$ cat src/rtl/alu_pkg.sv
// Shared ALU definitions: opcode map, default operand width and FIFO entry layout.
package alu_pkg;

  localparam int ALU_WIDTH = 4;
  // FIFO entry packs {carry, zero, result}
  localparam int ENTRY_W   = ALU_WIDTH + 2;

  localparam logic [3:0] OP_ADD   = 4'h0;
  localparam logic [3:0] OP_SUB   = 4'h1;
  localparam logic [3:0] OP_INC   = 4'h2;
  localparam logic [3:0] OP_DEC   = 4'h3;
  localparam logic [3:0] OP_AND   = 4'h4;
  localparam logic [3:0] OP_OR    = 4'h5;
  localparam logic [3:0] OP_XOR   = 4'h6;
  localparam logic [3:0] OP_NOR   = 4'h7;
  localparam logic [3:0] OP_NAND  = 4'h8;
  localparam logic [3:0] OP_XNOR  = 4'h9;
  localparam logic [3:0] OP_NOTA  = 4'hA;
  localparam logic [3:0] OP_SHL   = 4'hB;
  localparam logic [3:0] OP_SHR   = 4'hC;
  localparam logic [3:0] OP_ROL   = 4'hD;
  localparam logic [3:0] OP_ROR   = 4'hE;
  localparam logic [3:0] OP_PASSB = 4'hF;

endpackage

$ cat src/rtl/alu_core.sv
// Combinational 16-function ALU: opcode -> {result, carry}.
module alu_core
  import alu_pkg::*;
#(
  parameter int WIDTH = ALU_WIDTH
) (
  input  logic [3:0]       op,
  input  logic [WIDTH-1:0] a,
  input  logic [WIDTH-1:0] b,
  output logic [WIDTH-1:0] result,
  output logic             carry
);

  // One extra bit so carry-out / borrow fall out of the top of the sum
  logic [WIDTH:0] ext;

  always_comb begin
    ext    = '0;
    result = '0;
    carry  = 1'b0;
    case (op)
      OP_ADD: begin
        ext    = {1'b0, a} + {1'b0, b};
        result = ext[WIDTH-1:0];
        carry  = ext[WIDTH];
      end
      OP_SUB: begin
        ext    = {1'b0, a} - {1'b0, b};
        result = ext[WIDTH-1:0];
        carry  = ext[WIDTH];
      end
      OP_INC: begin
        ext    = {1'b0, a} + (WIDTH+1)'(1);
        result = ext[WIDTH-1:0];
        carry  = ext[WIDTH];
      end
      OP_DEC: begin
        ext    = {1'b0, a} - (WIDTH+1)'(1);
        result = ext[WIDTH-1:0];
        carry  = ext[WIDTH];
      end
      OP_AND:   result = a & b;
      OP_OR:    result = a | b;
      OP_XOR:   result = a ^ b;
      OP_NOR:   result = ~(a | b);
      OP_NAND:  result = ~(a & b);
      OP_XNOR:  result = ~(a ^ b);
      OP_NOTA:  result = ~a;
      OP_SHL: begin
        result = {a[WIDTH-2:0], 1'b0};
        carry  = a[WIDTH-1];
      end
      OP_SHR: begin
        result = {1'b0, a[WIDTH-1:1]};
        carry  = a[0];
      end
      OP_ROL: begin
        result = {a[WIDTH-2:0], a[WIDTH-1]};
        carry  = a[WIDTH-1];
      end
      OP_ROR: begin
        result = {a[0], a[WIDTH-1:1]};
        carry  = a[0];
      end
      OP_PASSB: result = b;
      default:  result = '0;
    endcase
  end

endmodule

$ cat src/rtl/alu_req_responder.sv
// Valid/ready wrapper around alu_core: one registered compute stage feeding a
// small result FIFO, plus a wrapping count of delivered results.
module alu_req_responder
  import alu_pkg::*;
#(
  parameter int WIDTH = ALU_WIDTH,
  parameter int DEPTH = 2,
  parameter int CNT_W = 8
) (
  input  logic             clk,
  input  logic             rst,
  input  logic             in_valid,
  output logic             in_ready,
  input  logic [3:0]       in_op,
  input  logic [WIDTH-1:0] in_a,
  input  logic [WIDTH-1:0] in_b,
  output logic             out_valid,
  input  logic             out_ready,
  output logic [WIDTH-1:0] out_result,
  output logic             out_carry,
  output logic             out_zero,
  output logic [CNT_W-1:0] op_count
);

  localparam int AW = $clog2(DEPTH);
  localparam int EW = WIDTH + 2;

  logic [EW-1:0]    mem [DEPTH];
  logic [AW-1:0]    wr_ptr, rd_ptr;
  logic [AW:0]      count;
  logic [WIDTH-1:0] alu_res;
  logic             alu_carry;
  logic [EW-1:0]    entry, head;
  logic             push, pop;

  alu_core #(.WIDTH(WIDTH)) u_core (
    .op     (in_op),
    .a      (in_a),
    .b      (in_b),
    .result (alu_res),
    .carry  (alu_carry)
  );

  assign entry = {alu_carry, (alu_res == '0), alu_res};

  // No pass-through: a full FIFO refuses input even when a pop is pending
  assign in_ready  = !rst && (count != (AW+1)'(DEPTH));
  assign out_valid = (count != '0);
  assign push      = in_valid && in_ready;
  assign pop       = out_valid && out_ready;

  assign head       = mem[rd_ptr];
  assign out_carry  = head[EW-1];
  assign out_zero   = head[EW-2];
  assign out_result = head[WIDTH-1:0];

  always_ff @(posedge clk) begin
    if (rst) begin
      wr_ptr   <= '0;
      rd_ptr   <= '0;
      count    <= '0;
      op_count <= '0;
      for (int i = 0; i < DEPTH; i++) mem[i] <= '0;
    end else begin
      if (push) begin
        mem[wr_ptr] <= entry;
        wr_ptr      <= wr_ptr + AW'(1);
      end
      if (pop) begin
        rd_ptr   <= rd_ptr + AW'(1);
        op_count <= op_count + CNT_W'(1);
      end
      case ({push, pop})
        2'b10:   count <= count + (AW+1)'(1);
        2'b01:   count <= count - (AW+1)'(1);
        default: count <= count;
      endcase
    end
  end

endmodule

$ cat config.mk
export PLATFORM = sky130hd
export DESIGN_NAME = alu_req_responder
export DESIGN_NICKNAME = d
export VERILOG_FILES = /design/src/rtl/alu_pkg.sv /design/src/rtl/alu_core.sv /design/src/rtl/alu_req_responder.sv
export SDC_FILE = /design/constraint.sdc
export NUM_CORES = 1
export LEC_CHECK = 0
export CORE_ASPECT_RATIO = 1.2
export CORE_MARGIN = 1.5
export CORE_UTILIZATION = 60
export CTS_CLUSTER_DIAMETER = 150
export DETAILED_ROUTE_END_ITERATION = 12
export GPL_ROUTABILITY_DRIVEN = 0
export GPL_TIMING_DRIVEN = 0
export PLACE_DENSITY = 0.87
export RECOVER_POWER = 25
export SETUP_SLACK_MARGIN = 0.1
export SLEW_MARGIN = 20
export SYNTH_ARGS = -nofsm -noshare
export SYNTH_HDL_FRONTEND = slang
export SYNTH_SLANG_ARGS = --single-unit
$ cat constraint.sdc
create_clock -name clk -period 6.75 [get_ports clk]
set_input_delay 1.35 -clock clk [delete_from_list [all_inputs] [get_ports clk]]
set_output_delay 1.35 -clock clk [all_outputs]
set_load 0.01 [all_outputs]
After elaboration in Yosys (flattened, before gate mapping)
Memory sizes are Yosys's and may differ from the RTL's. A register that Yosys moved wholly into a read port is not among the register bits. Cells that the tools add are included. W data, S select, Z words.

Flip-flop bits (word level): 12. Latch bits: 0. RAM bits: 12. Memory bits (read-only): 0. Input bits: 16. Output and inout port bits: 16. Word-level logic and storage cells: 63. Memories: 1.

Memories: mem (depth 2, width 6, rd ports 1, clocked after memory_dff 1, write ports 2, line alu_req_responder.sv:28) `logic [EW-1:0] mem [DEPTH];`.

$add $sub $neg: 9. Multipliers: 0. Div/mod/pow operators: 0. Order comparisons: 0. Equality and inequality tests: 18. Shifts and indexed selects: 0. Multiplexer cells: 13. Bitwise operators: 7. Reduce and logical (&&, ||, !) cells: 11.

Operators with widths (number): $pmux W4 S16 (1); $eq A4 B4 Y1 const B (8); $eq A4 B3 Y1 const B (4); $not A4 Y4 (4); $mux W1 (9); $add A8 B1 Y8 const B (1); $eq A4 B2 Y1 const B (2); $logic_not A4 Y1 (2); $mux W6 (1); $pmux W1 S6 (1); $reduce_or A6 Y1 (1); $add A4 B1 Y5 const B (1); $add A4 B4 Y5 (1); $sub A4 B1 Y5 const B (1); $sub A4 B4 Y5 (1); $and A4 B4 Y4 (1); $eq A4 B1 Y1 const B (1); $or A4 B4 Y4 (1); $pmux W2 S2 (1); $reduce_bool A2 Y1 (2); $reduce_or A2 Y1 (2); $xor A4 B4 Y4 (1); $logic_and A1 B1 Y1 (3); $add A1 B1 Y1 const B (2); other kinds (6) (6).

Longest topological paths before layout
Word-level depth: 8. Gate-level depth with buffers: 11. Mapped depth without buffers: 10.

Hierarchy
From an unflattened synthesis, not the netlist that was laid out.

Cells, all modules: 260. Area, all modules: 2259.7 um^2.

Modules (own cells, without submodules): alu_req_responder (instances 1, cells each 101, area an instance 1147.4 um^2, sequential area each 620.6 um^2); alu_core (instances 1, cells each 159, area an instance 1112.3 um^2, sequential area each 0.0 um^2).

Worst setup path after synthesis
OpenSTA, ideal clock, no wires.

Kind: input port to flip-flop. Start: input port in_a[0]. End: memory mem[0][4] (netlist bit) (data pin). Setup time: 0.255 ns. Data arrival time: 3.134 ns. Required time: 6.495 ns. Path slack: 3.361 ns. Stages on the path: 11. Path buffers: 1. Path through: buf_2 -> inv_1 -> ha_1 -> inv_1 -> fa_1 -> nand2b_1 -> o211a_1 -> o32a_1 -> o21ai_1 -> nor3_1 -> and3_1.

RTL lines: from (decl) (line alu_req_responder.sv:15) `input logic [WIDTH-1:0] in_a,`; to (decl) (line alu_req_responder.sv:28).

Final worst setup path
Start: input port rst. End: output port in_ready.

Longest elaborated chain between the ends: 2.

RTL lines: from (decl) (line alu_req_responder.sv:11) `input logic rst,`; $logic_not A1 Y1 (line alu_req_responder.sv:47) `assign in_ready = !rst && (count != (AW+1)'(DEPTH));`; $logic_and A1 B1 Y1 (line alu_req_responder.sv:47); to (decl) (line alu_req_responder.sv:13) `output logic in_ready,`.

Every way passes these cells.

==> results.md <==
- The run finished with clean final reports.
- After synthesis, the share of flip-flops with an asynchronous set or reset is 0%.
- The startpoint type of the worst setup path is an input port.
- CTS saw 25 sinks.
- In this run the mean area of a mapped cell was 8.80 um2.
- The I/O pin count is 32.
- The area of the core region is 3630 um2.
- Setup repair after global routing left no endpoint under its margin.
- The die covers 4180 um2.
- Once placement finished, the instance area stood at between 2000 and 3000 um2.
- Summing over every cut layer, the via total after detailed routing is 2054.
- TritonCTS built the clock tree.
- The category of the worst setup path capture point is an output pin.
- The number of gates resized after cts is 0.
- Buffers placed on the I/O ports in this run total 31.
- The maximum number of pins on one net before global-route repair is 16.
- The critical path class is in2out.
- The worst-path maximum fanout is 7.
- The number of synthesized flops with an enable pin is 12.
- The initial antenna violation count is 0.
- In this run the number of H-tree levels came out at 1.
- Counting the buffers created by CTS gives 3.
- The initial core utilization is 62.7%.
- In this run the remaining antenna-violating nets after routing total 0.
- After detailed routing, the average wire length per cell comes to 15.1 um.
- For the final routed database, the setup TNS stands at 0 ns.
- For this block, the initial DRC count from the detailed router was 112.
- The overall routed net length is around 5200 um.
- The first global-routing pass estimated 8570 um of wire.
- The power density normalized to cell area is 181 nW/um2.
- The number of max-cap violations is 0.
- Prior to clock tree synthesis, the placed netlist has a worst setup slack of between 2 and 2.5 ns.
- The number of max-slew violations in the final report is 0.
- Once routing completed, OpenROAD measured the worst setup slack at 2.62 ns.
- Yosys instantiated no cell more often than nor2_1.
- The vias per cell is 5.94.
- In this run the clock root is driven by a clkbuf_8.
- The arrival time at the worst endpoint is 2.78 ns.
- After detailed routing, the number of remaining DRC violations is 0.
- The slew at the pin closest to its max-slew limit is between 0.5 and 0.6 ns.
- Summed over its instances, the top area cell type makes up 15.8% of the synthesized netlist area.
- The leakage power of the design is 1.08 nW.
- The fmax is between 200 and 250 MHz.
- After the flow finishes, the layout carries non-filler instances totaling approximately 350.
- The sequential cell area in the final layout is 621 um2.
- After synthesis the netlist holds a flip-flop and latch count of 25.
- Across the VDD grid, the largest voltage drop is roughly 110 uV.
- The floorplan has 24 rows.
- Internal power comes to about 0.33 mW.
- The final-layout fill cell count is 264.
- The wire-length estimate of the detail-placed layout is 4130 um.
- The total track usage is 26.3%.
- In this run, post-CTS hold repair placed 0 buffers.
- The setup slack of the most critical reg-to-reg path is 4.83 ns.
- For the worst setup path, the data required time is 5.40 ns.
- Setup violations remaining at the end of the flow were counted as 0.
- The die is ~59 um wide.
- The area taken by multi-input logic gates is 1470 um2.
- The fraction of final layout cells sized beyond drive strength 1 is 13.6%.
- Before antenna repair, the detailed router went through 4 iterations.
- The normalized max-slew margin is 65.6%.
- On the final layout, the worst clock skew is 0.0110 ns.
- Sequential elements use 27.2% of the synthesized area.
- Relative to the synthesized area, the layout overhead comes to 18.5%.
- Of the available clock period, the critical path in the final layout requires 61.2%.
- Summed over all layers, the global routing overflow is 0.
- Sorting the synthesized cells by area gives the leading types as edfxtp_1 16%, dfxtp_1 11%, ha_1 8.8%, nor2_1 4.6%, xor2_1 3.8%.
- The post-synthesis instance total is 259.
- The area of all placed cells without fillers is 2700 um2.
- When the netlist entered floorplanning its net count stood at slightly below 300.
- The reported net switching power is 0.162 mW.
- The final critical delay including setup and external delays is approximately 4.1 ns.
- The switching share of total power is 33.2%.
- The cell count after placement is 342.
- After synthesis the cells add up to 2280 um2.
- Counting along the longest clock path gives a buffer depth of 2.
- The clock latency of the later-clocked register in the worst-skew pair is ~0.27 ns.
- The path type of the worst min-delay path is reg2reg.
- Synthesis instantiated 64 different standard cells from the library.
- Among all flip-flop cells after synthesis, the most frequent one is dfxtp_1.
- The sequential fraction of design power is between 30% and 40%.
- The commonest cells after synthesis are 28 x nor2_1, 16 x ha_1.
- The count of antenna diodes in the layout is 0.
- The die span in y is 70.5 um.
- After clock tree synthesis, the clock-pin slew on the worst setup and hold paths is ~0.090 ns.
- The number of global-route vias before repair is between 1500 and 2000.
- The warning count from the yosys run is 0.
- Combinational cells account for 42.9% of the total power.
- The final layout contains between 300 and 400 nets.
- The count of final hold-check violations is 0.
- edfxtp_1 takes more of the synthesized area than any other cell.
- The part of the total power dissipated in the clock network is 18.4%.
- The number of setup buffers added after CTS is 0.
per-stage QoR:
| step | hold slack, ns | total power, mW | util, % |
|---|---|---|---|
| global route | 0.510 | 0.513 | 74.3 |
| global placement | 0.456 | 0.395 | 73.0 |
| finish | 0.471 | 0.487 | 74.3 |
| CTS | 0.473 | 0.488 | 74.3 |
| floorplan | 0.439 | 0.326 | - |
| detailed placement | 0.459 | 0.401 | 73.0 |
worst max-delay path, cell delays in order:
cell and delay, ns:
dlygate4sd3_1 0.65, a21oi_2 0.21, clkdlybuf4s50_1 0.57
cells in the final DEF (no fill, tap or decap), drive strengths merged, types with 5 or more instances in the layout:
master          n
a21oi          15
clkdlybuf4s50  25
nand3           5
nor2b           9
clkbuf          7
inv            15
dlygate4sd3     6
mux2            7
ha             16
o21ai          11
xnor2           7
dfxtp          13
nor3            9
xor2           10
a31oi           5
buf            15
nor2           29
and3            5
nand2          14
nand2b          8
edfxtp         12
per-layer routing:
metal | track usage, % | wire length [um] | vias to the layer above
met5 | 0 | 0 | -
met4 | 12.1 | 144 | 0
li1 | - | - | 997
met1 | 31.2 | 2110 | 962
met2 | 46.3 | 2750 | 81
met3 | 2.22 | 208 | 14
flip-flops by register name, summed over array words and instances, names as in the netlist, named ones only:
| signal | flops |
|---|---|
| mem | 12 |
| count | 2 |
| rd_ptr | 1 |
| op_count | 8 |
| wr_ptr | 1 |
path summary, 6_finish.rpt:
kind | start | end | cells after the start
max | rst | in_ready | 3
min | wr_ptr$_SDFFE_PP0P_ | wr_ptr$_SDFFE_PP0P_ | 2
max reg2reg | count[0]$_SDFFE_PP0P_ | count[1]$_SDFFE_PP0P_ | 6
min reg2reg | wr_ptr$_SDFFE_PP0P_ | wr_ptr$_SDFFE_PP0P_ | 2
area by class of cell:
type	instances	share of cell area (%)
buffer	19	5.00
clock buffer	3	1.53
clock inverter	1	0.232
inverter	14	1.95
multi-input combinational	201	54.4
sequential	25	23.0
tap	52	2.41
timing repair buffer	31	11.5
power groups by stage:
stage | clock, mW | sequential [mW] | combinational (mW)
6_report | 0.0897 | 0.189 | 0.209
5_1_grt | 0.0938 | 0.192 | 0.228
4_1_cts | 0.0894 | 0.189 | 0.210
3_5_place_dp | 0 | 0.192 | 0.209
3_3_place_gp | 0 | 0.192 | 0.203
2_1_floorplan | 0 | 0.192 | 0.134
cells by family (layout without fill, tap and decap cells):
group                      count (synthesis)  count (layout)  share of synthesized area (%)
adders and majority gates                 18              18                           10.5
and+or+nand+nor                          100             100                           24.5
xor gates and xnor gates                  17              17                           6.53
DFF                                       25              25                           27.2
muxes                                     11              11                           5.22
AOI/OAI and AO/OA                         55              55                           17.7
buffers and inverters                     33              68                           8.29
No activity file was read; power rests on OpenSTA's default activity.
